`src/rtl/btn_pkg.sv`:
```
// btn_pkg: shared state encoding and default sizing for the button debouncer
package btn_pkg;
  typedef enum logic [1:0] {
    IDLE_LOW  = 2'd0,
    WAIT_HIGH = 2'd1,
    IDLE_HIGH = 2'd2,
    WAIT_LOW  = 2'd3
  } state_t;
  localparam int STABLE_CYCLES_DEF = 4;
  localparam int CNT_W_DEF         = 20;
  localparam int PRESS_W_DEF       = 8;
endpackage

```
`src/rtl/sync_2ff.sv`:
```
// sync_2ff: two-flop synchroniser for an asynchronous single-bit input
module sync_2ff (
  input  logic clk,
  input  logic rst,
  input  logic i_d,
  output logic o_q
);
  logic r_s1, r_s2;
  always_ff @(posedge clk or posedge rst) begin
    if (rst) begin
      r_s1 <= 1'b0;
      r_s2 <= 1'b0;
    end else begin
      r_s1 <= i_d;
      r_s2 <= r_s1;
    end
  end
  assign o_q = r_s2;
endmodule

```
`src/rtl/btn_debounce_pulse.sv`:
```
// btn_debounce_pulse: synchronise, debounce and edge-pulse a raw button, counting accepted presses
module btn_debounce_pulse
  import btn_pkg::*;
#(
  parameter int STABLE_CYCLES = STABLE_CYCLES_DEF,
  parameter int CNT_W         = CNT_W_DEF,
  parameter int PRESS_W       = PRESS_W_DEF
) (
  input  logic               clk,
  input  logic               reset,
  input  logic               btn_in,
  input  logic               en,
  output logic               btn_level,
  output logic               rise_pulse,
  output logic               fall_pulse,
  output logic               busy,
  output logic [PRESS_W-1:0] press_count
);
  localparam logic [CNT_W-1:0] STABLE = CNT_W'(STABLE_CYCLES);
  logic               w_s2;
  state_t             r_state, w_state_nxt;
  logic [CNT_W-1:0]   r_cnt, w_cnt_nxt;
  logic               w_rise, w_fall;
  logic               r_level, r_rise, r_fall, r_busy;
  logic [PRESS_W-1:0] r_press;
  sync_2ff u_sync (
    .clk (clk),
    .rst (reset),
    .i_d (btn_in),
    .o_q (w_s2)
  );
  always_comb begin
    w_state_nxt = r_state;
    w_cnt_nxt   = r_cnt;
    w_rise      = 1'b0;
    w_fall      = 1'b0;
    if (en) begin
      case (r_state)
        IDLE_LOW: if (w_s2) begin
          w_state_nxt = WAIT_HIGH;
          w_cnt_nxt   = CNT_W'(1);
        end
        WAIT_HIGH: if (!w_s2) begin
          w_state_nxt = IDLE_LOW;
          w_cnt_nxt   = '0;
        end else if (r_cnt == STABLE) begin
          w_state_nxt = IDLE_HIGH;
          w_cnt_nxt   = '0;
          w_rise      = 1'b1;
        end else begin
          w_cnt_nxt   = r_cnt + CNT_W'(1);
        end
        IDLE_HIGH: if (!w_s2) begin
          w_state_nxt = WAIT_LOW;
          w_cnt_nxt   = CNT_W'(1);
        end
        WAIT_LOW: if (w_s2) begin
          w_state_nxt = IDLE_HIGH;
          w_cnt_nxt   = '0;
        end else if (r_cnt == STABLE) begin
          w_state_nxt = IDLE_LOW;
          w_cnt_nxt   = '0;
          w_fall      = 1'b1;
        end else begin
          w_cnt_nxt   = r_cnt + CNT_W'(1);
        end
        default: w_state_nxt = IDLE_LOW;
      endcase
    end
  end
  // busy is registered from the next state so it tracks the WAIT states exactly
  always_ff @(posedge clk or posedge reset) begin
    if (reset) begin
      r_state <= IDLE_LOW;
      r_cnt   <= '0;
      r_level <= 1'b0;
      r_rise  <= 1'b0;
      r_fall  <= 1'b0;
      r_busy  <= 1'b0;
      r_press <= '0;
    end else begin
      r_state <= w_state_nxt;
      r_cnt   <= w_cnt_nxt;
      r_rise  <= w_rise;
      r_fall  <= w_fall;
      r_busy  <= (w_state_nxt == WAIT_HIGH) || (w_state_nxt == WAIT_LOW);
      if (w_rise) begin
        r_level <= 1'b1;
        r_press <= r_press + PRESS_W'(1);
      end
      if (w_fall) r_level <= 1'b0;
    end
  end
  assign btn_level   = r_level;
  assign rise_pulse  = r_rise;
  assign fall_pulse  = r_fall;
  assign busy        = r_busy;
  assign press_count = r_press;
endmodule
```
`config.mk`:
```
export PLATFORM = sky130hd
export DESIGN_NAME = btn_debounce_pulse
export DESIGN_NICKNAME = d
export VERILOG_FILES = /design/src/rtl/btn_pkg.sv /design/src/rtl/sync_2ff.sv /design/src/rtl/btn_debounce_pulse.sv
export SDC_FILE = /design/constraint.sdc
export NUM_CORES = 1
export LEC_CHECK = 0
export CAP_MARGIN = 0
export CORE_UTILIZATION = 45
export CTS_CLUSTER_DIAMETER = 150
export DETAILED_ROUTE_END_ITERATION = 8
export PLACE_DENSITY = 0.67
export SLEW_MARGIN = 40
export SYNTH_ARGS = -nofsm -noshare
export SYNTH_HDL_FRONTEND = slang
export SYNTH_SLANG_ARGS = --single-unit
```
`constraint.sdc`:
```
create_clock -name clk -period 2.2 [get_ports clk]
set_input_delay 0.22 -clock clk [delete_from_list [all_inputs] [get_ports clk]]
set_output_delay 0.22 -clock clk [all_outputs]
set_load 0.05 [all_outputs]
```
# Word-level counts from Yosys, hierarchy flattened
# Cells that the tools add are included.
[word_totals]
reg_bits = 36
out_inout_bits = 12
[op_classes]
add_sub_neg = 2
n_eq_ne = 8
muxes = 23
n_reduce_logical = 4
[ops]
columns = ["cell", "n"]
rows = [
  ["2-to-1 mux 20 bit", 5],
  ["case mux 20 bit (4 select lines)", 1],
  ["adder 20 x 1 -> 20 bit, second input constant", 1],
  ["== test 20 x 3 -> 1 bit, second input constant", 1],
  ["2-to-1 mux 2 bit", 7],
  ["2-to-1 mux 1 bit", 9],
  ["adder 8 x 1 -> 8 bit, second input constant", 1],
  ["case mux 2 bit (4 select lines)", 1],
  ["== test 2 bit, second input constant", 3],
  ["== test 2 x 1 -> 1 bit, second input constant", 2],
  ["AND reduction 3 bit", 1],
  ["logical NOT 2 bit", 1],
  ["inequality test 2 x 1 -> 1 bit, second input constant", 1],
  ["inequality test 2 bit, second input constant", 1],
  ["nonzero test 2 bit", 1],
  ["logical OR 1 bit", 1],
]

# Longest topological paths before layout
# Gate-level depths: netlist of the first run.
[depth]
word_depth = 7
depth_mapped = 9
mapped_depth_nobuf = 7

# Modules after synthesis
# A second synthesis of the first run with hierarchy kept.
[hier_totals]
hier_cells = 189
hier_area_um2 = 1831.8
[modules_own_cells]
columns = ["module", "n_inst", "cells_each", "area_per_inst_um2", "seq_area_each_um2"]
rows = [
  ["btn_debounce_pulse", 1, 186, 1778.0, 825.8],
  ["sync_2ff", 1, 3, 53.8, 50.0],
]

# Worst setup path after synthesis of the first run
# No wires, ideal clock.
[synth_path]
path_type = "register to register"
startpoint = "reg r_cnt[14]"
endpoint = "reg r_press[5], in the netlist press_count[5]"
arrival_time_ns = 2.089
slack_ns = -0.031
path_stages_with_launch = 6
period_less_slack_ns = 2.231
path_cell_list = "dfrtp_1 -> or4_4 -> nor4_4 -> nand3_4 -> or3_1 -> xnor2_1"
[synth_between]
elab_chain_len = 5
[synth_rtl]
columns = ["element", "line", "text"]
rows = [
  ["from (decl)", "btn_debounce_pulse.sv:22", "logic [CNT_W-1:0] r_cnt, w_cnt_nxt;"],
  ["from (signal assigned)", "btn_debounce_pulse.sv:83", "r_cnt <= w_cnt_nxt;"],
  ["== test 20 x 3 -> 1 bit", "btn_debounce_pulse.sv:46", "end else if (r_cnt == STABLE) begin"],
  ["2-to-1 mux 1 bit", "btn_debounce_pulse.sv:46", ""],
  ["2-to-1 mux 1 bit", "btn_debounce_pulse.sv:43", "WAIT_HIGH: if (!w_s2) begin"],
  ["2-to-1 mux 1 bit", "btn_debounce_pulse.sv:38", "case (r_state)"],
  ["2-to-1 mux 1 bit", "btn_debounce_pulse.sv:37", "if (en) begin"],
  ["to (signal assigned)", "btn_debounce_pulse.sv:89", "r_press <= r_press + PRESS_W'(1);"],
  ["to (decl)", "btn_debounce_pulse.sv:25", "logic [PRESS_W-1:0] r_press;"],
]
# Every way passes these cells.
# A chain may end at the register's enable or synchronous reset.

# Final worst setup path of the first run
[layout_path]
startpoint = "reg r_cnt[12]"
endpoint = "reg r_press[5], in the netlist press_count[5]"
# Same word-level chain as after synthesis.

==> flow_summary.toml, run 1 <==
[layout]
drive_above_1_share = 0.186
antenna_cells = 0
fill_cells = 311
post-route-util = 0.609
syn_to_final_growth_pct = 25.4
fin_area_um2 = 2300
fin_nets = 233

[critical_path]
worstPathCellList = "or4_4 > nor4_4 > buf_4 > nand3_4 > or3_4 > xnor2_1"
startpoint = "r_cnt[12]"
worst_setup_path_end_kind = "flip-flop"
crit_end = "press_count[5]"
worst-path-stages = 6
reg2reg_depth = 6
reg2reg_to = "press_count[5]"
arrival_ps = 2300
crit_buf_inv = 1
crit_path_start_kind = "flip-flop"
critical_path.top_delay_family = "simple AND/OR/NAND/NOR gates"
slowest_stage = "or4_4"
path_max_fanout = 6
worstSetupPathType = "flip-flop to flip-flop"
required_ps = 2370
slowest_delay_ps = 550
r2r-start = "r_cnt[12]"
reg2reg_setup_slack_ps = 70

[yosys]
syn_area_per_cell_um2 = 9.63
ys.flop_type = "dfrtp_1"
netlist_area_um2 = 1830
seq_area_frac_synth = 0.478
ys_types = 38
syn_inst = 190
synth_warnings = 0
syn-num-nets = 197
synth_edf_count = 0
async_reset_ff_frac = 1.00
ys_seq_elements = 35

[cts]
clk_latency_ps = 280
cts_tree = "yes"
cts-root-buf = "clkbuf_8"
numClockSinks = 35
cts_hold_buf = 0
cts_max_path_buffers = 2
clkSlewWorstSetupHoldPaths_ps = 70
htreeDepth = 2
cts_buffers = 5

[placed_design]
gp_congestion = 0.824
hpwl_mm = 2.80
pre_cts_ws_ps = 45.9
place_area_um2 = 2140
port_buffers = 15

[pwr]
power_frac_seq = 0.425
p_sw_frac = 0.339
switchingPower_mw = 0.608
intPower_mw = 1.19
pwr-share-comb = 0.266
p_per_area_nw_per_um2 = 781
leakagePower_nw = 0.994
pwr-share-clk = 0.310
ir_worst_vdd_uv = 502

[detailed_routing]
drtPass1Iterations = 4
vias = 1557
wl_per_cell_um = 15.0
antenna_left = 0
drc = 0
viasPerCell = 5.68
finalWirelength_mm = 4.10
drtIter0Drc = 82

[global_routing]
grt_overflow = 0
grt_max_degree = 36
grt_pass1_vias = 1507
grt_pass1_wl_mm = 7.07
antenna_found_initial = 0
track_usage = 0.217

[floorplan]
die_x_um = 65.8
start_util = 0.485
dieArea_um2 = 4330
core.rowCount = 22
coreArea_um2 = 3770
die_height_um = 65.8
ios = 16

[sta]
fin_crit_ps = 2130
relSlewSlack = 0.581
worst_slew_pin_slew_ps = 629
fin_skew_ps = 9.23
hold_violations = 0
drv_slew = 0
finalCritPeriodShare = 0.970
max_freq_mhz = 468
setup-violations-final = 0
fin_ws_ps = 65.3

[outcome]
status = "finished clean"

[job]
maxCapViolations = 0

[worst_hold_path]
hold_class = "primary input to async pin"
-- power by group through the flow --
stage | logic [mW] | registers (mW) | clock network (mW)
floorplan | 0.305 | 0.786 | 0
global placement | 0.451 | 0.767 | 0
detailed placement | 0.464 | 0.771 | 0
global route | 0.529 | 0.772 | 0.597
CTS | 0.467 | 0.759 | 0.572
finish | 0.476 | 0.762 | 0.556
-- per-layer routing --
metal | vias up | global-route usage | part of all wire | routed length, um
met5 | - | 0 | 0 | 0
met1 | 750 | 0.276 | 0.46 | 1900
met2 | 33 | 0.356 | 0.49 | 2030
met4 | 0 | 0.0679 | 0.014 | 59
met3 | 6 | 0.0586 | 0.028 | 116
li1 | 768 | - | - | -
-- worst min-delay path by stage --
| stage | startpoint | end | slack, ps | depth (start not counted) |
|---|---|---|---|---|
| 2_1_floorplan | btn_in | u_sync.r_s1 | 250 | 0 |
| 3_3_place_gp | u_sync.r_s1 | u_sync.o_q | 330 | 0 |
| 3_5_place_dp | u_sync.r_s1 | u_sync.o_q | 340 | 0 |
| 4_1_cts | u_sync.r_s1 | u_sync.o_q | 350 | 0 |
| 5_1_grt | btn_in | u_sync.r_s1 | 350 | 1 |
| 6_report | reset | press_count[7] | 340 | 3 |
-- tightest hold or removal path: cells and delay by family --
family                 cells  cell delay, ps
buffers and inverters      3             830
-- repair_timing --
| action | in CTS | in global routing |
|---|---|---|
| gates resized for setup | 0 | 4 |
| buffers inserted | 0 | 5 |
| setup endpoints to repair | 0 | 5 |
| endpoints found under the hold margin | 0 | 0 |
-- metrics by stage --
step,power (mW),TNS [ps],cells,hold WS [ps]
floorplan,1.09,0,190,251
detailed placement,1.23,0,262,338
finish,1.79,0,274,335
global placement,1.22,0,262,334
CTS,1.80,0,269,355
global route,1.90,-6.87,274,354
-- cells by family after synthesis --
logic type	Yosys count	share of synthesized area
buffers and inverters	17	0.0383
DFF	35	0.478
AOI/OAI and AO/OA	46	0.158
adders and majority gates	3	0.0205
and+or+nand+nor	77	0.243
muxes	4	0.0239
xor gates and xnor gates	8	0.0383
-- state kept, by name, summed over array words and instances, names as in the netlist, named ones only --
name and flops:
btn_level 1, r_cnt 20, u_sync.r_s1 1, fall_pulse 1
u_sync.o_q 1, press_count 8, rise_pulse 1
-- synthesized netlist by cell type (all sizes together) (4+ instances only) --
library cell  number  area [um^2]
a21oi             12         60.1
a31oi             17          106
a41oi              5         43.8
buf                5         25.0
dfrtp             35          876
inv                9         33.8
nand2             22         82.6
nand2b             4         25.0
nand3             15         87.6
nand4              7         43.8
nor2               8         30.0
nor4               5         65.1
o21ai              6         30.0
xnor2              4         35.0
xor2               4         35.0
-- cell usage in the layout (no fill, tap or decap), types with 7 or more instances in the layout --
master | synthesis | layout
buf_4 | 0 | 22
nor2_1 | 8 | 8
nand3_1 | 14 | 14
nand2_1 | 22 | 22
clkdlybuf4s50_1 | 0 | 15
a21oi_1 | 12 | 12
nand4_1 | 7 | 7
dfrtp_1 | 35 | 34
a31oi_1 | 17 | 17
inv_1 | 9 | 9
-- final cells by class --
| type | count | area, um^2 | area share |
|---|---|---|---|
| inverters | 9 | 33.8 | 0.0147 |
| flip-flops and latches | 35 | 877 | 0.382 |
| repair buffers | 37 | 315 | 0.137 |
| multi-input cells | 138 | 907 | 0.395 |
| clock buffers | 6 | 72.6 | 0.0316 |
| well taps | 48 | 60.1 | 0.0262 |
| clock inverters | 1 | 30.0 | 0.0131 |
Note: power is estimated with default switching activity, not from simulation.
==> run 2, diff against run 1 <==
- CTS_CLUSTER_DIAMETER: 150 -> not set
- HOLD_SLACK_MARGIN: not set -> 0.03
==> results of run 2 <==
Same layout as run 1: the final DEF is identical, and so are final timing and power.
==> run 3, diff against run 2 <==
- PLACE_DENSITY: 0.67 -> not set
- clock period: 2.2 -> 2.4 ns (I/O delays scaled with it)
==> run 3 against run 2 <==
Combinational power fell by 14%. Critical endpoint unchanged. Sequential cell count did not move. Register-to-register slack improved by 90 ps. Critical path type unchanged. Die area did not move.
==> flow_summary.toml, run 3 (synthesis gave the netlist of run 1 again) <==
[outcome]
status = "finished clean"

[layout]
antenna_cells = 0
final_cell_mix = "dfrtp_1 (35), nand2_1 (22), a31oi_1 (17)"
syn_to_final_growth_pct = 18.3
fin_nets = 219
post-route-util = 0.574
drive_above_1_share = 0.117
regMostFlops = "r_cnt"
final_common_cell = "dfrtp_1"
largest_reg_flops = 20

[critical_path]
slowest_stage = "or4_1"
required_ps = 2560
path_max_fanout = 7
worstPathCellList = "or4_1 > nor4_4 > nand3_4 > or3_1 > xnor2_1"
worst_setup_path_end_kind = "flip-flop"
worstSetupPathType = "flip-flop to flip-flop"
slowest_delay_ps = 580
arrival_ps = 2410
crit_path_start_kind = "flip-flop"

[sta]
relSlewSlack = 0.586
drv_slew = 0
hold_violations = 0
fin_ws_ps = 160
max_freq_mhz = 446
rsz0062_at_grt = "false"
worst_slew_pin_slew_ps = 621
tns_ps = 0
fin_crit_ps = 2240
timing.hold.ws_ps = 350
fin_skew_ps = 2.20
setup-violations-final = 0
finalCritPeriodShare = 0.934

[pwr]
total_power_mw = 1.56
ir_worst_vdd_uv = 506
leakagePower_nw = 0.924
p_per_area_nw_per_um2 = 723

[cts]
cts_hold_buf = 0
cts-root-buf = "clkbuf_8"
cts_tree = "yes"
clk_latency_ps = 280
cts.repair.resized = 0
htreeDepth = 2
cts_max_path_buffers = 2
numClockSinks = 35
clkSlewWorstSetupHoldPaths_ps = 70
cts_setup_buffers = 0
cts_buffers = 5

[detailed_routing]
antenna_left = 0
drc = 0
drtPass1Iterations = 4
wl_per_cell_um = 14.6
vias = 1506
finalWirelength_mm = 3.80
viasPerCell = 5.77
drtIter0Drc = 107

[floorplan]
core.rowCount = 22
start_util = 0.485
dieArea_um2 = 4330
ios = 16
die_height_um = 65.8
coreArea_um2 = 3770
die_x_um = 65.8

[global_routing]
grt_pass1_vias = 1428
grt_overflow = 0
grt_pass1_wl_mm = 6.72
track_usage = 0.206
grt_max_degree = 36
antenna_found_initial = 0

[worst_hold_path]
hold_class = "flip-flop to flip-flop"

[placed_design]
pre_cts_ws_ps = 156
port_buffers = 15
gp_congestion = 0.836
hpwl_mm = 2.69

[job]
maxCapViolations = 0
==> run 3: power by group <==
part	internal [mW]	switching, mW	total, mW
Combinational	0.134	0.274	0.408
Sequential	0.632	0.0625	0.694
Clock	0.262	0.201	0.463
Total	1.03	0.538	1.56
==> run 3: per-stage QoR <==
step / instance area [um^2] / cells
finish: 2160 / 261
global route: 2160 / 261
CTS: 2160 / 261
detailed placement: 2060 / 253
global placement: 2060 / 253
floorplan: 1830 / 190
==> run 3: final timing paths <==
| path | start | to | slack, ps | cells past startpoint |
|---|---|---|---|---|
| max reg2reg | r_cnt[17] | press_count[5] | 160 | 5 |
| min in group asynchronous | reset | fall_pulse | 360 | 3 |
| max | r_cnt[17] | press_count[5] | 160 | 5 |
| max in group asynchronous | reset | r_cnt[15] | 1730 | 3 |
| min | u_sync.r_s1 | u_sync.o_q | 350 | 0 |
| min reg2reg | u_sync.r_s1 | u_sync.o_q | 350 | 0 |
==> run 3: layout make-up <==
class | instances | area, um^2
clock buffers | 8 | 100
fillers | 335 | 1610
inverters | 9 | 33.8
multi-input cells | 138 | 885
flip-flops and latches | 35 | 876
well taps | 48 | 60.1
repair buffers | 23 | 210
==> run 3: per-layer routing <==
metal	up-vias	global-route usage	wire length [um]
li1	746	-	-
met1	725	0.261	1780
met2	31	0.341	1870
met3	4	0.0517	104
met4	0	0.0707	41
met5	-	0	0
==> run 3: critical path: cells and delay by family (launching register included) <==
| kind | cells | cell delay (ps) |
|---|---|---|
| XOR/XNOR | 1 | 130 |
| flip-flops | 1 | 420 |
| AND/OR/NAND/NOR | 4 | 1580 |
